**src/rtl/video_vga_timing_pkg.sv**
```systemverilog
// Shared definitions for the VGA timing generator: default 640x480@60 timing,
// sync polarity constants and the run/stop state encoding.
package video_pkg;

  localparam int DEF_H_ACTIVE      = 640;
  localparam int DEF_H_FRONT_PORCH = 16;
  localparam int DEF_H_SYNC        = 96;
  localparam int DEF_H_BACK_PORCH  = 48;
  localparam int DEF_V_ACTIVE      = 480;
  localparam int DEF_V_FRONT_PORCH = 10;
  localparam int DEF_V_SYNC        = 2;
  localparam int DEF_V_BACK_PORCH  = 33;

  localparam int SYNC_ACTIVE_LOW  = 0;
  localparam int SYNC_ACTIVE_HIGH = 1;

  typedef enum logic [1:0] {
    ST_IDLE     = 2'd0,
    ST_RUN      = 2'd1,
    ST_STOPPING = 2'd2
  } vga_state_e;

endpackage

```
**src/rtl/video_vga_timing_delay_line.sv**
```systemverilog
// Parametrised width/depth shift register with async reset, used to align
// raster-derived signals with the pixel pipeline.
module video_delay_line #(
  parameter int WIDTH = 1,
  parameter int DEPTH = 1
) (
  input  logic             clk,
  input  logic             rst,
  input  logic [WIDTH-1:0] din,
  output logic [WIDTH-1:0] dout
);

  logic [WIDTH-1:0] stage [DEPTH];

  always_ff @(posedge clk or posedge rst) begin
    if (rst) begin
      for (int i = 0; i < DEPTH; i++) stage[i] <= '0;
    end else begin
      stage[0] <= din;
      for (int i = 1; i < DEPTH; i++) stage[i] <= stage[i-1];
    end
  end

  assign dout = stage[DEPTH-1];

endmodule

```
**src/rtl/video_vga_timing.sv**
```systemverilog
// Programmable VGA timing generator with run/stop FSM, raster strobes and
// pipeline-compensated colour/sync outputs. Optional colour bars: VGA_TEST_PATTERN_EN.
module video_vga_timing
  import video_pkg::*;
#(
  parameter int H_ACTIVE       = DEF_H_ACTIVE,
  parameter int H_FRONT_PORCH  = DEF_H_FRONT_PORCH,
  parameter int H_SYNC         = DEF_H_SYNC,
  parameter int H_BACK_PORCH   = DEF_H_BACK_PORCH,
  parameter int V_ACTIVE       = DEF_V_ACTIVE,
  parameter int V_FRONT_PORCH  = DEF_V_FRONT_PORCH,
  parameter int V_SYNC         = DEF_V_SYNC,
  parameter int V_BACK_PORCH   = DEF_V_BACK_PORCH,
  parameter int HSYNC_POL      = SYNC_ACTIVE_LOW,
  parameter int VSYNC_POL      = SYNC_ACTIVE_LOW,
  parameter int COLOR_W        = 4,
  parameter int PIPE_DELAY     = 2,
  parameter int PREFETCH_LINES = 1,
  parameter int CNT_W          = 11
) (
  input  logic                 clk,
  input  logic                 rst,
  input  logic                 enable,
`ifdef VGA_TEST_PATTERN_EN
  input  logic                 test_pattern,
`endif
  input  logic [CNT_W-1:0]     irq_line,
  input  logic [3*COLOR_W-1:0] pixel_rgb,
  output logic                 running,
  output logic [CNT_W-1:0]     x_pos,
  output logic [CNT_W-1:0]     y_pos,
  output logic                 next_frame,
  output logic                 next_line,
  output logic                 next_pixel,
  output logic                 vblank_pulse,
  output logic                 line_match,
  output logic [7:0]           frame_count,
  output logic [COLOR_W-1:0]   vga_r,
  output logic [COLOR_W-1:0]   vga_g,
  output logic [COLOR_W-1:0]   vga_b,
  output logic                 vga_hsync,
  output logic                 vga_vsync
);

  localparam int H_TOTAL = H_ACTIVE + H_FRONT_PORCH + H_SYNC + H_BACK_PORCH;
  localparam int V_TOTAL = V_ACTIVE + V_FRONT_PORCH + V_SYNC + V_BACK_PORCH;

  localparam logic [CNT_W-1:0] X_LAST     = CNT_W'(H_TOTAL - 1);
  localparam logic [CNT_W-1:0] Y_LAST     = CNT_W'(V_TOTAL - 1);
  localparam logic [CNT_W-1:0] X_ACT      = CNT_W'(H_ACTIVE);
  localparam logic [CNT_W-1:0] Y_ACT      = CNT_W'(V_ACTIVE);
  localparam logic [CNT_W-1:0] HS_START   = CNT_W'(H_ACTIVE + H_FRONT_PORCH);
  localparam logic [CNT_W-1:0] HS_END     = CNT_W'(H_ACTIVE + H_FRONT_PORCH + H_SYNC);
  localparam logic [CNT_W-1:0] VS_START   = CNT_W'(V_ACTIVE + V_FRONT_PORCH);
  localparam logic [CNT_W-1:0] VS_END     = CNT_W'(V_ACTIVE + V_FRONT_PORCH + V_SYNC);
  localparam logic [CNT_W-1:0] Y_PREFETCH = CNT_W'(V_TOTAL - 1 - PREFETCH_LINES);
  localparam logic [CNT_W-1:0] Y_VBLANK   = CNT_W'(V_ACTIVE - 1);
  localparam logic             HS_ON      = (HSYNC_POL != 0);
  localparam logic             VS_ON      = (VSYNC_POL != 0);

  vga_state_e       state;
  logic [CNT_W-1:0] x;
  logic [CNT_W-1:0] y;
  logic             h_last;
  logic             v_last;

  assign running = (state == ST_RUN) || (state == ST_STOPPING);
  assign h_last  = running && (x == X_LAST);
  assign v_last  = (y == Y_LAST);

  // STOPPING keeps the raster moving so the current frame completes before idling.
  always_ff @(posedge clk or posedge rst) begin
    if (rst) begin
      state       <= ST_IDLE;
      x           <= '0;
      y           <= '0;
      frame_count <= '0;
    end else begin
      case (state)
        ST_IDLE: begin
          x <= '0;
          y <= '0;
          if (enable) state <= ST_RUN;
        end
        ST_RUN, ST_STOPPING: begin
          x <= h_last ? '0 : x + 1'b1;
          if (h_last) y <= v_last ? '0 : y + 1'b1;
          if (h_last && v_last) frame_count <= frame_count + 8'd1;
          if (enable)
            state <= ST_RUN;
          else if (state == ST_STOPPING && h_last && v_last)
            state <= ST_IDLE;
          else
            state <= ST_STOPPING;
        end
        default: state <= ST_IDLE;
      endcase
    end
  end

  assign x_pos        = x;
  assign y_pos        = y;
  assign next_pixel   = running;
  assign next_line    = h_last;
  assign next_frame   = h_last && (y == Y_PREFETCH);
  assign vblank_pulse = h_last && (y == Y_VBLANK);
  assign line_match   = h_last && (y == irq_line);

  logic [2:0] raw_flags;
  logic [2:0] dly_flags;

  assign raw_flags[2] = running && (x < X_ACT) && (y < Y_ACT);
  assign raw_flags[1] = running && (x >= HS_START) && (x < HS_END);
  assign raw_flags[0] = running && (y >= VS_START) && (y < VS_END);

  video_delay_line #(.WIDTH(3), .DEPTH(PIPE_DELAY)) u_flag_dly (
    .clk  (clk),
    .rst  (rst),
    .din  (raw_flags),
    .dout (dly_flags)
  );

  logic [3*COLOR_W-1:0] rgb_src;

`ifdef VGA_TEST_PATTERN_EN
  logic [CNT_W-1:0]     x_dly;
  logic [2:0]           bar;
  logic [3*COLOR_W-1:0] bar_rgb;
  localparam int BAR_W = (H_ACTIVE / 8 > 0) ? H_ACTIVE / 8 : 1;

  video_delay_line #(.WIDTH(CNT_W), .DEPTH(PIPE_DELAY)) u_x_dly (
    .clk  (clk),
    .rst  (rst),
    .din  (x),
    .dout (x_dly)
  );

  always_comb begin
    bar = 3'd0;
    for (int b = 1; b < 8; b++) begin
      if (x_dly >= CNT_W'(b * BAR_W)) bar = b[2:0];
    end
  end

  assign bar_rgb = {{COLOR_W{bar[2]}}, {COLOR_W{bar[1]}}, {COLOR_W{bar[0]}}};
  assign rgb_src = test_pattern ? bar_rgb : pixel_rgb;
`else
  assign rgb_src = pixel_rgb;
`endif

  always_ff @(posedge clk or posedge rst) begin
    if (rst) begin
      {vga_r, vga_g, vga_b} <= '0;
      vga_hsync             <= ~HS_ON;
      vga_vsync             <= ~VS_ON;
    end else begin
      {vga_r, vga_g, vga_b} <= dly_flags[2] ? rgb_src : '0;
      vga_hsync             <= dly_flags[1] ? HS_ON : ~HS_ON;
      vga_vsync             <= dly_flags[0] ? VS_ON : ~VS_ON;
    end
  end

endmodule
```
**config.mk**
```make
export PLATFORM = sky130hd
export DESIGN_NAME = video_vga_timing
export DESIGN_NICKNAME = d
export VERILOG_FILES = /design/src/rtl/video_vga_timing_pkg.sv /design/src/rtl/video_vga_timing_delay_line.sv /design/src/rtl/video_vga_timing.sv
export SDC_FILE = /design/constraint.sdc
export NUM_CORES = 1
export LEC_CHECK = 0
export ABC_AREA = 1
export BUFFER_PORTS_ARGS = -buffer_cell sky130_fd_sc_hd__clkbuf_2
export CORE_UTILIZATION = 48
export CTS_CLUSTER_DIAMETER = 100
export DETAILED_ROUTE_END_ITERATION = 12
export PLACE_DENSITY = 0.79
export SETUP_SLACK_MARGIN = 0.02
export SYNTH_ARGS = -nofsm -noshare
export SYNTH_HDL_FRONTEND = slang
export SYNTH_SLANG_ARGS = --single-unit
```
**constraint.sdc**
```tcl
create_clock -name clk -period 1.7 [get_ports clk]
set_input_delay 0.51 -clock clk [delete_from_list [all_inputs] [get_ports clk]]
set_output_delay 0.51 -clock clk [all_outputs]
set_load 0.01 [all_outputs]
```
# Yosys cells after proc, flatten, opt, wreduce, memory -nomap -nowiden
# Cells that the tools add are included.
[word_totals]
out_inout_bits = 50
memories = 0
rom_bits = 0
inputBits = 26
word_cells = 60
latch_bits = 0
mem_bits_rw = 0
ff_bits = 52
[classes]
bitwise = 0
mux = 12
n_eq_ne = 9
magnitude_cmp = 6
shifts = 0
add_sub_neg = 3
div_mod_pow = 0
multipliers = 0
n_reduce_logical = 19
[ops]
columns = ["cell", "n"]
rows = [
  ["11-bit case mux with 2 select lines", 2],
  ["11-bit by 10-bit equality test with 1-bit output, second input constant", 3],
  ["11-bit two-way mux", 3],
  ["11-bit by 1-bit adder with 11-bit output, second input constant", 2],
  ["11-bit by 10-bit < comparator with 1-bit output, second input constant", 2],
  ["11-bit by 9-bit < comparator with 1-bit output, second input constant", 2],
  ["1-bit logical AND", 13],
  ["12-bit two-way mux", 1],
  ["11-bit equality test", 1],
  ["11-bit by 9-bit equality test with 1-bit output, second input constant", 1],
  ["11-bit by 10-bit greater-or-equal comparator with 1-bit output, second input constant", 1],
  ["11-bit by 9-bit greater-or-equal comparator with 1-bit output, second input constant", 1],
  ["8-bit by 1-bit adder with 8-bit output, second input constant", 1],
  ["2-bit two-way mux", 3],
  ["2-bit != test, second input constant", 2],
  ["2-bit case mux with 2 select lines", 1],
  ["2-bit AND reduction", 2],
  ["2-bit by 1-bit equality test with 1-bit output, second input constant", 1],
  ["2-bit equality test, second input constant", 1],
  ["2-bit zero test", 1],
  ["1-bit two-way mux", 2],
  ["2-bit nonzero test", 1],
  ["2-bit OR reduction", 1],
  ["1-bit logical OR", 1],
]

# Longest topological paths before layout
# Gate-level depths: netlist of the first run.
[depth]
word_depth = 8
depth_mapped = 11
ltp_nobuf = 10

# Hierarchy
# Synthesis of the first run repeated with hierarchy kept, for this count alone.
[unflattened]
cells_unflattened = 373
hier_area_um2 = 2881.5
[modules_own_cells]
columns = ["module", "cells_per_inst", "area_each_um2", "instances", "seq_area_each_um2"]
rows = [
  ["video_vga_timing", 363, 2705.1, 1, 1153.6],
  ["video_delay_line", 10, 176.4, 1, 150.1],
]

# Least setup slack after synthesis of the first run
# OpenSTA, ideal clock, no wires.
[synth_path]
kind = "register to output"
start = "register state[1]"
end = "output line_match"
path_stages_with_launch = 10
arrival_ns = 1.663
path_buffers = 1
required_time_ns = 1.190
slack_ns = -0.473
cell_sequence = "dfrtp_1 inv_1 ha_1 buf_4 nand2_2 nor2_4 nand3_4 inv_1 nand2_1 nor3_1"
[synth_via]
elab_chain_len = 4
elab_cells_between_ends = 5
cone_classes = "2 x eq/ne; 3 x reduce/logical"
[synth_lines]
columns = ["element", "line", "source"]
rows = [
  ["start, declared", "video_vga_timing.sv:61", "vga_state_e state;"],
  ["start signal, assigned", "video_vga_timing.sv:74", "state <= ST_IDLE;"],
  ["start signal, assigned", "video_vga_timing.sv:83", "if (enable) state <= ST_RUN;"],
  ["start signal, assigned", "video_vga_timing.sv:90", "state <= ST_RUN;"],
  ["2-bit by 1-bit equality test with 1-bit output / 2-bit equality test (equally long branches)", "video_vga_timing.sv:67", "assign running = (state == ST_RUN) || (state == ST_STOPPING);"],
  ["1-bit logical OR *", "video_vga_timing.sv:67", ""],
  ["net next_pixel", "video_vga_timing.sv:34", "output logic next_pixel,"],
  ["1-bit logical AND *", "video_vga_timing.sv:68", "assign h_last = running && (x == X_LAST);"],
  ["net next_line", "video_vga_timing.sv:33", "output logic next_line,"],
  ["1-bit logical AND *", "video_vga_timing.sv:107", "assign line_match = h_last && (y == irq_line);"],
  ["end, declared", "video_vga_timing.sv:36", "output logic line_match,"],
]
# The timed path passes the listed nets; every way through them passes the cells marked *.

# Worst setup path after layout of the first run
[layout_path]
start = "register state[0]"
end = "output line_match"
[layout_via]
elab_chain_len = 4
elab_cells_between_ends = 5
cone_classes = "2 x eq/ne; 3 x reduce/logical"
[layout_lines]
columns = ["element", "line"]
rows = [
  ["2-bit by 1-bit equality test with 1-bit output / 2-bit equality test (equally long branches)", "video_vga_timing.sv:67"],
  ["1-bit logical OR *", "video_vga_timing.sv:67"],
  ["1-bit logical AND *", "video_vga_timing.sv:68"],
  ["1-bit logical AND *", "video_vga_timing.sv:107"],
]
# Mark *: on every way between the ends. The rest lies on a longest branch, timed or not.

==> impl_results.md, run 1 <==
* Status: complete, but fails checks
* Failing checks: setup timing
* Synth top area cells: dfrtp_1 42%, nand2_1 10%, inv_1 6.0%, nand3_1 4.6%, xor2_1 4.5%
* CP Class: reg2out
* Chip width at 80.4 um
* Clock share of power at 17.6%
* Sw Pwr at 1.68 mW
* CTS clk-pin slew, worst paths at 110 ps
* Max-cap viol count at 0
* Die Area at 6460 um^2
* Crit share post-route at 131%
* # DRC at 0
* Ys flop type: dfrtp_1
* Slowest CP cell: dfrtp_1
* Post-synth top area share at 42.5%
* ANT cells at 0
* Share of layout cells above drive strength 1 at 40.7%
* Critical Path Start Type: flip-flop
* Clock Tree Root: clkbuf_8
* Post-synth EDFFs at 0
* Vias per inst at 5.06
* # rows at 28
* Worst-Skew Late Latency at 310 ps
* Nets at 513
* WL per Instance at 13.7 um
* Net Sw Frac at 39.3%
* Total number of vias at 2812
* Clock skew at 12.1 ps
* Total gr overflow at 0
* Part of the power in combinational logic at 46.5%
* TritonCTS Buffers at 5
* H-Tree Depth at 2
* RSZ-0062 raised after global routing: yes
* Syn Nets at 385
* Routed met2 length at 3800 um
* Die Height at 80.4 um
* Area leader, netlist: dfrtp_1
* Peak supply drop at 0.727 mV
* First-pass GRT wire length at 11600 um
* Drt total wl at 7600 um
* Post-synth ARST share at 100%
* Unique masters post-synth at 35
* Fin. Hold Viols at 0
* Worst Path Arrival at 1720 ps
* CTS tree: yes
* Path category of the worst min-delay check: in2async
* Synthesized area per cell at 8.37 um^2
* Pint at 2.60 mW
* CP cell instances: inv_2 > ha_4 > nand2_4 > nor2_4 > nand3_4 > inv_2 > nand2_1 > nor3_2 > buf_2
* Detailed router's first-iteration violation count at 182
* Seq cells post-synth at 52
* CTS Buffer Depth at 2
* Tightest Pin Transition at 394 ps
* Area of the core at 5920 um^2
* Sequential area share after synthesis at 44.2%
* PD cells at 1060 nW/um^2
* CP max stage delay at 390 ps
* Count of input and output buffers at 75
* Gpl congestion at 0.930
* CP Max Fanout at 4
* CP dominant cell by count: inv_2
* Starting Density at 49.8%
* Sequential share of power at 36.0%
* Slew Viols, Final at 0
* Critical Path RT at 1190 ps
* Antenna Violating Nets Remaining at 0
* CP endpoint kind: output port
* Clk sink count at 52
* WL met1 at 3160 um
* Detailed placer's ending HPWL at 5260 um
* Final min period at 2230 ps
* Vias in the first global route at 2632
* Post-route core utilization at 68.2%
* Highest Clock Rate at 448 MHz
* Top Ports at 76
* Total GRT Usage at 23.1%
* Setup ws final at -533 ps
* Syn Inst Count at 352
* Rel. slew slack at 73.7%
* Largest net degree at the start of global routing at 24
* Top layer in use: met4
* Final setup vio count at 11
* Mapped Area at 2950 um^2
* Layout area overhead at 37.0%
* Ys Warns at 0
* Initial antenna violation count at 0
* Fin Hold WS at 163 ps
* Met3 wire len at 483 um
* Leakage power at 2.18 nW
* DRT Pass-1 Iters at 5
-- cell usage after synthesis, types with 2 or more instances --
cell type  count
xnor2_1        9
inv_1         47
buf_4          3
clkbuf_1       3
nor2_4         4
dfrtp_1       50
nand3_4        2
nand2_4        4
xor2_1        15
inv_2          7
buf_6          5
dfstp_2        2
nand2_1       82
o21ai_0        8
nand2_2        4
nor4_1         3
o21ai_1        4
nor2_1        27
nor2_2         3
o21ai_2        5
a21oi_1        4
nand3_1       27
ha_1           7
nand4_1        9
nor3_1         8
-- kinds of logic after synthesis --
logic type               after synthesis  synth area share [%]
flip-flops                            52                  44.2
adder cells (fa/ha/maj)                7                  2.97
XOR/XNOR                              24                  7.13
buffers and inverters                 69                  10.6
AND/OR/NAND/NOR                      177                  30.3
AO/OA/AOI/OAI                         23                  4.76
-- state kept, by name, summed over array words and instances, names as in the netlist --
name / flops
y_pos: 11
frame_count: 8
vga_b: 4
u_flag_dly.dout: 3
u_flag_dly.stage: 3
vga_g: 4
vga_r: 4
state: 2
vga_vsync: 1
x_pos: 11
vga_hsync: 1
-- metal layers --
metal / vias up / track usage (%)
met5: - / 0
met4: 0 / 7.86
met3: 20 / 2.73
met2: 122 / 40.3
met1: 1313 / 29.5
li1: 1357 / -
-- critical path, delay by kind of cell (launching register included) --
kind / cells / cell delay (ps)
AND/OR/NAND/NOR: 5 / 460
flip-flops: 1 / 390
buffers and inverters: 3 / 290
adder cells (fa/ha/maj): 1 / 280
-- per-stage QoR --
step	total power, mW	setup TNS, ps	worst slack [ps]	instance area, um^2	cells
after global placement	2.95	-222	-115	3710	537
after detailed placement	2.99	-378	-194	3710	537
after CTS	3.96	-2120	-502	3910	552
final	4.29	-2340	-533	4040	556
after global routing	4.54	-3450	-569	4040	556
after floorplan	2.55	-751	-281	2980	352
-- cell type report --
class	count	area, um^2
fill	436	1880
multi-input combinational	233	1450
sequential	52	1310
timing repair buffer	131	851
inverter	57	238
tap	75	93.8
clock buffer	5	68.8
clock inverter	3	27.5
-- layout by cell type, fill, tap and decap left out, drive strengths merged --
cell type / synthesis / layout
nand3: 30 / 30
o21ai: 17 / 17
inv: 55 / 55
ha: 7 / 7
clkbuf: 3 / 76
a21oi: 4 / 4
dfrtp: 50 / 50
dfstp: 2 / 2
a311oi: 1 / 1
o211ai: 1 / 1
nand4: 11 / 11
clkinv: 2 / 3
xor2: 15 / 15
nor2: 35 / 36
nor4: 3 / 3
xnor2: 9 / 9
nor3: 8 / 8
nand2: 90 / 91
buf: 9 / 60
clkinvlp: 0 / 2
-- final timing paths --
path / from / to / slack, ps / cells after the start
hold / removal: rst / vga_b[3]$_DFF_PP0_ / 160 / 2
setup / recovery: state[0]$_DFFE_PP0P_ / line_match / -530 / 9
min in group clk: u_flag_dly.dout[0]$_DFF_PP0_ / vga_vsync$_DFF_PP1_ / 360 / 1
hold reg to reg: u_flag_dly.dout[0]$_DFF_PP0_ / vga_vsync$_DFF_PP1_ / 360 / 1
max in group asynchronous: rst / state[1]$_DFFE_PP0P_ / 1020 / 3
setup reg to reg: state[0]$_DFFE_PP0P_ / frame_count[3]$_DFFE_PP0P_ / -30 / 10
-- power groups by stage --
stage | Combinational, mW | Clock [mW] | Sequential, mW
detailed placement | 1.43 | 0 | 1.56
global placement | 1.40 | 0 | 1.55
floorplan | 0.953 | 0 | 1.60
finish | 1.99 | 0.753 | 1.54
global route | 2.16 | 0.815 | 1.56
CTS | 1.65 | 0.767 | 1.54
-- what timing repair did --
action,CTS,global route
setup buffers,5,4
pin swaps,5,4
gates resized for setup,13,27
cloned,2,0
setup endpoints to repair,17,38
hold buffers,0,0
Note: power is estimated with default switching activity, not from simulation.
==> run 2: changes to the inputs <==
--- a/config.mk
+++ b/config.mk
@@ -6,11 +6,11 @@
 export NUM_CORES = 1
 export LEC_CHECK = 0
 export ABC_AREA = 1
-export BUFFER_PORTS_ARGS = -buffer_cell sky130_fd_sc_hd__clkbuf_2
-export CORE_UTILIZATION = 48
+export CORE_UTILIZATION = 57
 export CTS_CLUSTER_DIAMETER = 100
 export DETAILED_ROUTE_END_ITERATION = 12
-export PLACE_DENSITY = 0.79
+export DONT_BUFFER_PORTS = 1
+export PLACE_DENSITY = 0.78
 export SETUP_SLACK_MARGIN = 0.02
 export SYNTH_ARGS = -nofsm -noshare
 export SYNTH_HDL_FRONTEND = slang
==> impl_results.md, run 2 (synthesis results as in run 1) <==
* Status: complete, but fails checks (unchanged)
* Failing checks: setup timing (unchanged)
* Tightest Pin Transition at 537 ps (was 394 ps)
* Peak supply drop at 0.985 mV (was 0.727 mV)
* Clock share of power at 17.7% (was 17.6%)
* Antenna Violating Nets Remaining at 0 (unchanged)
* # DRC at 0 (unchanged)
* Critical Path Start Type: flip-flop (unchanged)
* WL met1 at 3070 um (was 3160 um)
* Total power at 4.29 mW (about the same)
* Share of layout cells above drive strength 1 at 35.1% (was 40.7%)
* Total gr overflow at 0 (unchanged)
* Highest Clock Rate at 451 MHz (was 448 MHz)
* Detailed router's first-iteration violation count at 178 (was 182)
* Count of input and output buffers at 0 (was 75)
* Rel. slew slack at 64.1% (was 73.7%)
* CTS tree: yes (unchanged)
* CP Max Fanout at 4 (unchanged)
* Top layer in use: met4 (unchanged)
* Clock skew at 11.8 ps (was 12.1 ps)
* Sw Pwr at 1.65 mW (was 1.68 mW)
* Vias per inst at 5.61 (was 5.06)
* Slowest CP cell: dfrtp_1 (unchanged)
* Setup ws final at -517 ps (was -533 ps)
* Crit share post-route at 130% (was 131%)
* Largest net degree at the start of global routing at 29 (was 24)
* Clock Tree Root: clkbuf_8 (unchanged)
* TritonCTS Buffers at 5 (unchanged)
* Top Ports at 76 (unchanged)
* Worst Path Arrival at 1710 ps (was 1720 ps)
* Path category of the worst min-delay check: in2async (unchanged)
* Clk sink count at 52 (unchanged)
* Routed met2 length at 3880 um (was 3800 um)
* Drt total wl at 8040 um (was 7600 um)
* Nets at 448 (was 513)
* CP cell instances: inv_2 > ha_4 > nand2_4 > nor2_4 > nand3_4 > nor4_2 > buf_4 (was inv_2 > ha_4 > nand2_4 > nor2_4 > nand3_4 > inv_2 > nand2_1 > nor3_2 > buf_2)
* First-pass GRT wire length at 10900 um (was 11600 um)
* Die Height at 73.9 um (was 80.4 um)
* Starting Density at 60.8% (was 49.8%)
* Net Sw Frac at 38.6% (was 39.3%)
* Die Area at 5460 um^2 (was 6460 um^2)
* Hold Buf Count CTS at 0 (unchanged)
* Final setup vio count at 37 (was 11)
* Gpl congestion at 0.921 (was 0.930)
* DRT Pass-1 Iters at 5 (unchanged)
* # rows at 25 (was 28)
* Area of the multi-input gates at 1500 um^2 (was 1450 um^2)
* Most frequent cells in the layout: 68 x nand2_1, 59 x buf_4, 49 x dfrtp_1 (was 80 x nand2_1, 71 x clkbuf_2, 52 x buf_4)
* Total number of vias at 2711 (was 2812)
* Leakage power at 1.94 nW (was 2.18 nW)
* Detailed placer's ending HPWL at 4780 um (was 5260 um)
* Layout Cells excl Fill at 483 (was 556)
* WL per Instance at 16.6 um (was 13.7 um)
* Chip width at 73.9 um (was 80.4 um)
* Sequential share of power at 36.8% (was 36.0%)
* Layout area overhead at 28.8% (was 37.0%)
* RSZ-0062 raised after global routing: yes (unchanged)
* DP Cell Count at 462 (was 537)
* Fin. Hold Viols at 0 (unchanged)
* CTS Buffer Depth at 2 (unchanged)
* Area occupied by registers at 1310 um^2 (unchanged)
* Max-cap viol count at 0 (unchanged)
* Slew Viols, Final at 0 (unchanged)
* Final min period at 2220 ps (was 2230 ps)
* Initial antenna violation count at 0 (unchanged)
* Critical Path RT at 1190 ps (about the same)
* CTS clk-pin slew, worst paths at 110 ps (about the same)
* Met3 wire len at 753 um (was 483 um)
* Area of the core at 4850 um^2 (was 5920 um^2)
* ANT cells at 0 (unchanged)
* Part of the power in combinational logic at 45.5% (was 46.5%)
* Pint at 2.63 mW (was 2.60 mW)
* Total GRT Usage at 26.1% (was 23.1%)
* H-Tree Depth at 2 (unchanged)
* CP max stage delay at 410 ps (was 390 ps)
* CP Class: reg2out (unchanged)
* Post-route core utilization at 78.3% (was 68.2%)
* Most common cell after layout, fill and taps aside: nand2_1 (unchanged)
* PD cells at 1130 nW/um^2 (was 1060 nW/um^2)
* Fillers at 302 (was 436)
* FF-to-FF path depth at 11 (was 10)
* Worst-Skew Late Latency at 310 ps (about the same)
* Vias in the first global route at 2420 (was 2632)
* CP endpoint kind: output port (unchanged)
==> run 2: timing repair <==
action                                  4_1_cts  5_1_grt
endpoints found under the setup margin       17       33
hold endpoints to repair                      0        0
setup buffers                                 3        6
resized for setup                             5       44
pin swaps                                     2       15
cloned                                        2        2
==> run 2: cell type report <==
cell class	instances	area share [%]
inverter	57	6.03
timing repair buffer	66	15.4
tap	67	2.21
clock inverter	3	0.725
sequential	52	34.4
clock buffer	5	1.81
multi-input combinational	233	39.4
==> run 2: worst paths after layout <==
check	from	endpoint	slack, ps
setup / recovery	state[0]$_DFFE_PP0P_	next_frame	-520
min in group clk	pixel_rgb[0]	vga_b[0]$_DFF_PP0_	300
hold reg to reg	u_flag_dly.dout[1]$_DFF_PP0_	vga_hsync$_DFF_PP1_	360
hold / removal	rst	frame_count[4]$_DFFE_PP0P_	100
setup reg to reg	state[0]$_DFFE_PP0P_	x_pos[8]$_DFFE_PP0P_	-240
max in group asynchronous	rst	y_pos[3]$_DFFE_PP0P_	1090
==> run 2: layer usage <==
metal / vias up / GRT usage (%)
met5: - / 0
met4: 0 / 7.26
met3: 34 / 5.35
met2: 184 / 43.8
met1: 1267 / 34.2
li1: 1226 / -
==> run 2: worst max-delay path, delay by kind of cell (launching register included) <==
kind          cells  cell delay [ps]
simple gates      4              450
fa+ha+maj         1              290
buf+inv           2              240
flops             1              410
==> run 2: metrics by stage <==
step,setup slack (ps),setup TNS (ps),area (um^2),hold WS [ps]
2_1_floorplan,-281,-751,2980,331
3_3_place_gp,-177,-361,3390,333
3_5_place_dp,-141,-353,3390,338
4_1_cts,-389,-1600,3600,117
5_1_grt,-544,-6520,3800,122
6_report,-517,-5580,3800,101
==> run 2: power by group through the flow <==
stage | registers [mW] | logic, mW | clock network, mW
finish | 1.58 | 1.95 | 0.761
global route | 1.60 | 2.05 | 0.834
CTS | 1.57 | 1.59 | 0.769
detailed placement | 1.60 | 1.21 | 0
global placement | 1.59 | 1.17 | 0
floorplan | 1.60 | 0.953 | 0
==> run 3: changes to the inputs <==
--- a/config.mk
+++ b/config.mk
@@ -6,11 +6,11 @@
 export NUM_CORES = 1
 export LEC_CHECK = 0
 export ABC_AREA = 1
-export CORE_UTILIZATION = 57
+export CORE_UTILIZATION = 45
 export CTS_CLUSTER_DIAMETER = 100
 export DETAILED_ROUTE_END_ITERATION = 12
 export DONT_BUFFER_PORTS = 1
-export PLACE_DENSITY = 0.78
+export PLACE_DENSITY = 0.66
 export SETUP_SLACK_MARGIN = 0.02
 export SYNTH_ARGS = -nofsm -noshare
 export SYNTH_HDL_FRONTEND = slang
==> impl_results.md, run 3 (synthesis results as in run 1) <==
* Status: complete, but fails checks (unchanged)
* Failing checks: setup timing (unchanged)
* Antenna Violating Nets Remaining at 0 (unchanged)
* # DRC at 0 (unchanged)
* Critical Path RT at 1190 ps (about the same)
* FF-to-FF path depth at 11 (unchanged)
* Critical R2R Capture: x_pos[7]$_DFFE_PP0P_ (was x_pos[8]$_DFFE_PP0P_)
* Total GRT Usage at 21.1% (was 26.1%)
* Gpl congestion at 0.963 (was 0.921)
* Chip width at 82.9 um (was 73.9 um)
* WL per Instance at 14.7 um (was 16.6 um)
* Total gr overflow at 0 (unchanged)
* Peak supply drop at 0.751 mV (was 0.985 mV)
* ANT cells at 0 (unchanged)
* Nets at 444 (was 448)
* Fin. Hold Viols at 0 (unchanged)
* Critical Path Start Type: flip-flop (unchanged)
* Worst R2R Setup Slack at -80 ps (was -240 ps)
* Post-route core utilization at 60.2% (was 78.3%)
* Drt total wl at 7180 um (was 8040 um)
* Die Area at 6880 um^2 (was 5460 um^2)
* Fin Setup TNS at -2470 ps (was -5580 ps)
* DRT Pass-1 Iters at 4 (was 5)
* Clock Tree Root: clkbuf_8 (unchanged)
* Total number of vias at 2536 (was 2711)
* First-pass GRT wire length at 11700 um (was 10900 um)
* PD cells at 1130 nW/um^2 (about the same)
* Starting Density at 46.4% (was 60.8%)
* Most frequent cells in the layout: 70 x nand2_1, 52 x buf_4, 49 x dfrtp_1 (was 68 x nand2_1, 59 x buf_4, 49 x dfrtp_1)
* Worst-Skew Late Latency at 310 ps (about the same)
* Slew Viols, Final at 0 (unchanged)
* Crit share post-route at 125% (was 130%)
* Final setup vio count at 16 (was 37)
* CP max stage delay at 380 ps (was 410 ps)
* RSZ-0062 raised after global routing: yes (unchanged)
* Most common cell after layout, fill and taps aside: nand2_1 (unchanged)
* Rel. slew slack at 70.2% (was 64.1%)
* Area of the core at 6350 um^2 (was 4850 um^2)
* CP Max Fanout at 4 (unchanged)
* Reg2reg start: state[0]$_DFFE_PP0P_ (unchanged)
* Count of input and output buffers at 0 (unchanged)
* Clk sink count at 52 (unchanged)
* H-Tree Depth at 2 (unchanged)
* # rows at 29 (was 25)
* TritonCTS Buffers at 5 (unchanged)
* Vias per inst at 5.19 (was 5.61)
* Max-cap viol count at 0 (unchanged)
* Die Height at 82.9 um (was 73.9 um)
* CP cell instances: inv_2 > ha_4 > nand2_4 > nor2_4 > nand3_4 > inv_2 > nand2_2 > nor3_4 (was inv_2 > ha_4 > nand2_4 > nor2_4 > nand3_4 > nor4_2 > buf_4)
* Hold Buf Count CTS at 0 (unchanged)
* Leakage power at 1.93 nW (was 1.94 nW)
* Share of layout cells above drive strength 1 at 34.7% (was 35.1%)
* CP endpoint kind: output port (unchanged)
* Path category of the worst min-delay check: in2async (unchanged)
* Clock skew at 16.1 ps (was 11.8 ps)
* Layout area overhead at 29.6% (was 28.8%)
* Worst Path Arrival at 1610 ps (was 1710 ps)
* Final min period at 2120 ps (was 2220 ps)
* Largest net degree at the start of global routing at 34 (was 29)
* Detailed router's first-iteration violation count at 137 (was 178)
* Setup ws final at -417 ps (was -517 ps)
* Vias in the first global route at 2405 (was 2420)
* Top Ports at 76 (unchanged)
* Initial antenna violation count at 0 (unchanged)
* CP Class: reg2out (unchanged)
* CTS tree: yes (unchanged)
* CP dominant cell by count: inv_2
* CTS Buffer Depth at 2 (unchanged)
* Detailed placer's ending HPWL at 4960 um (was 4780 um)
* CTS clk-pin slew, worst paths at 110 ps (about the same)
* Tightest Pin Transition at 446 ps (was 537 ps)
* Highest Clock Rate at 472 MHz (was 451 MHz)
* Slowest CP cell: dfrtp_1 (unchanged)
-- run 3: cell types whose count changed in the layout (fill, tap and decap cells not counted), moves of 2 or more --
cell     change
nand3_1      -2
buf_12       +2
nand2_2      -3
buf_6        +2
buf_4        -7
nand2_1      +2
nand3_2      +2
o21ai_1      +2
o21ai_0      -2
-- run 3: metal layers --
metal / track usage [%] / wire length, um / vias up
li1: - / - / 1228
met1: 27.9 / 3090 / 1201
met2: 34.4 / 3470 / 96
met3: 5.37 / 495 / 11
met4: 5.96 / 125 / 0
met5: 0 / 0 / -
-- run 3: per-stage QoR --
step                total power, mW  instance area (um^2)  instances  hold slack (ps)  worst slack, ps
global route                   4.57                  3820        489             78.8             -480
CTS                            4.14                  3660        485             61.5             -432
detailed placement             2.86                  3400        470              335             -109
finish                         4.32                  3820        489             60.6             -417
floorplan                      2.55                  2980        352              331             -281
global placement               2.82                  3400        470              333            -67.8
-- run 3: where the power goes --
group          internal [mW]  switching, mW
combinational          0.916           1.06
clock                  0.303          0.460
sequential              1.41          0.171
-- run 3: what timing repair did --
action | in CTS | in global routing
endpoints found under the setup margin | 21 | 41
setup buffers | 4 | 4
gates resized for setup | 13 | 41
pin swaps | 3 | 11
gates cloned | 4 | 0
-- run 3: worst max-delay path by stage --
stage / cells past startpoint / endpoint / from / slack (ps)
finish: 8 / line_match / state[0]$_DFFE_PP0P_ / -420
global route: 7 / next_frame / state[0]$_DFFE_PP0P_ / -480
CTS: 8 / line_match / state[0]$_DFFE_PP0P_ / -430
detailed placement: 8 / line_match / state[0]$_DFFE_PP0P_ / -110
global placement: 8 / line_match / state[0]$_DFFE_PP0P_ / -70
floorplan: 9 / line_match / state[1]$_DFFE_PP0P_ / -280
-- run 3: final cells by class --
cell class,count,area (um^2)
timing repair buffer,62,576
clock buffer,5,68.8
clock inverter,3,27.5
multi-input combinational,233,1510
inverter,57,233
tap,77,96.3
sequential,52,1310
fill,532,2530
-- run 3: worst max-delay path: cells and delay by family, from the launching register on --
| family | cells | cell delay [ps] |
|---|---|---|
| DFF | 1 | 380 |
| and+or+nand+nor | 5 | 490 |
| buffers and inverters | 2 | 150 |
| adders and majority gates | 1 | 280 |
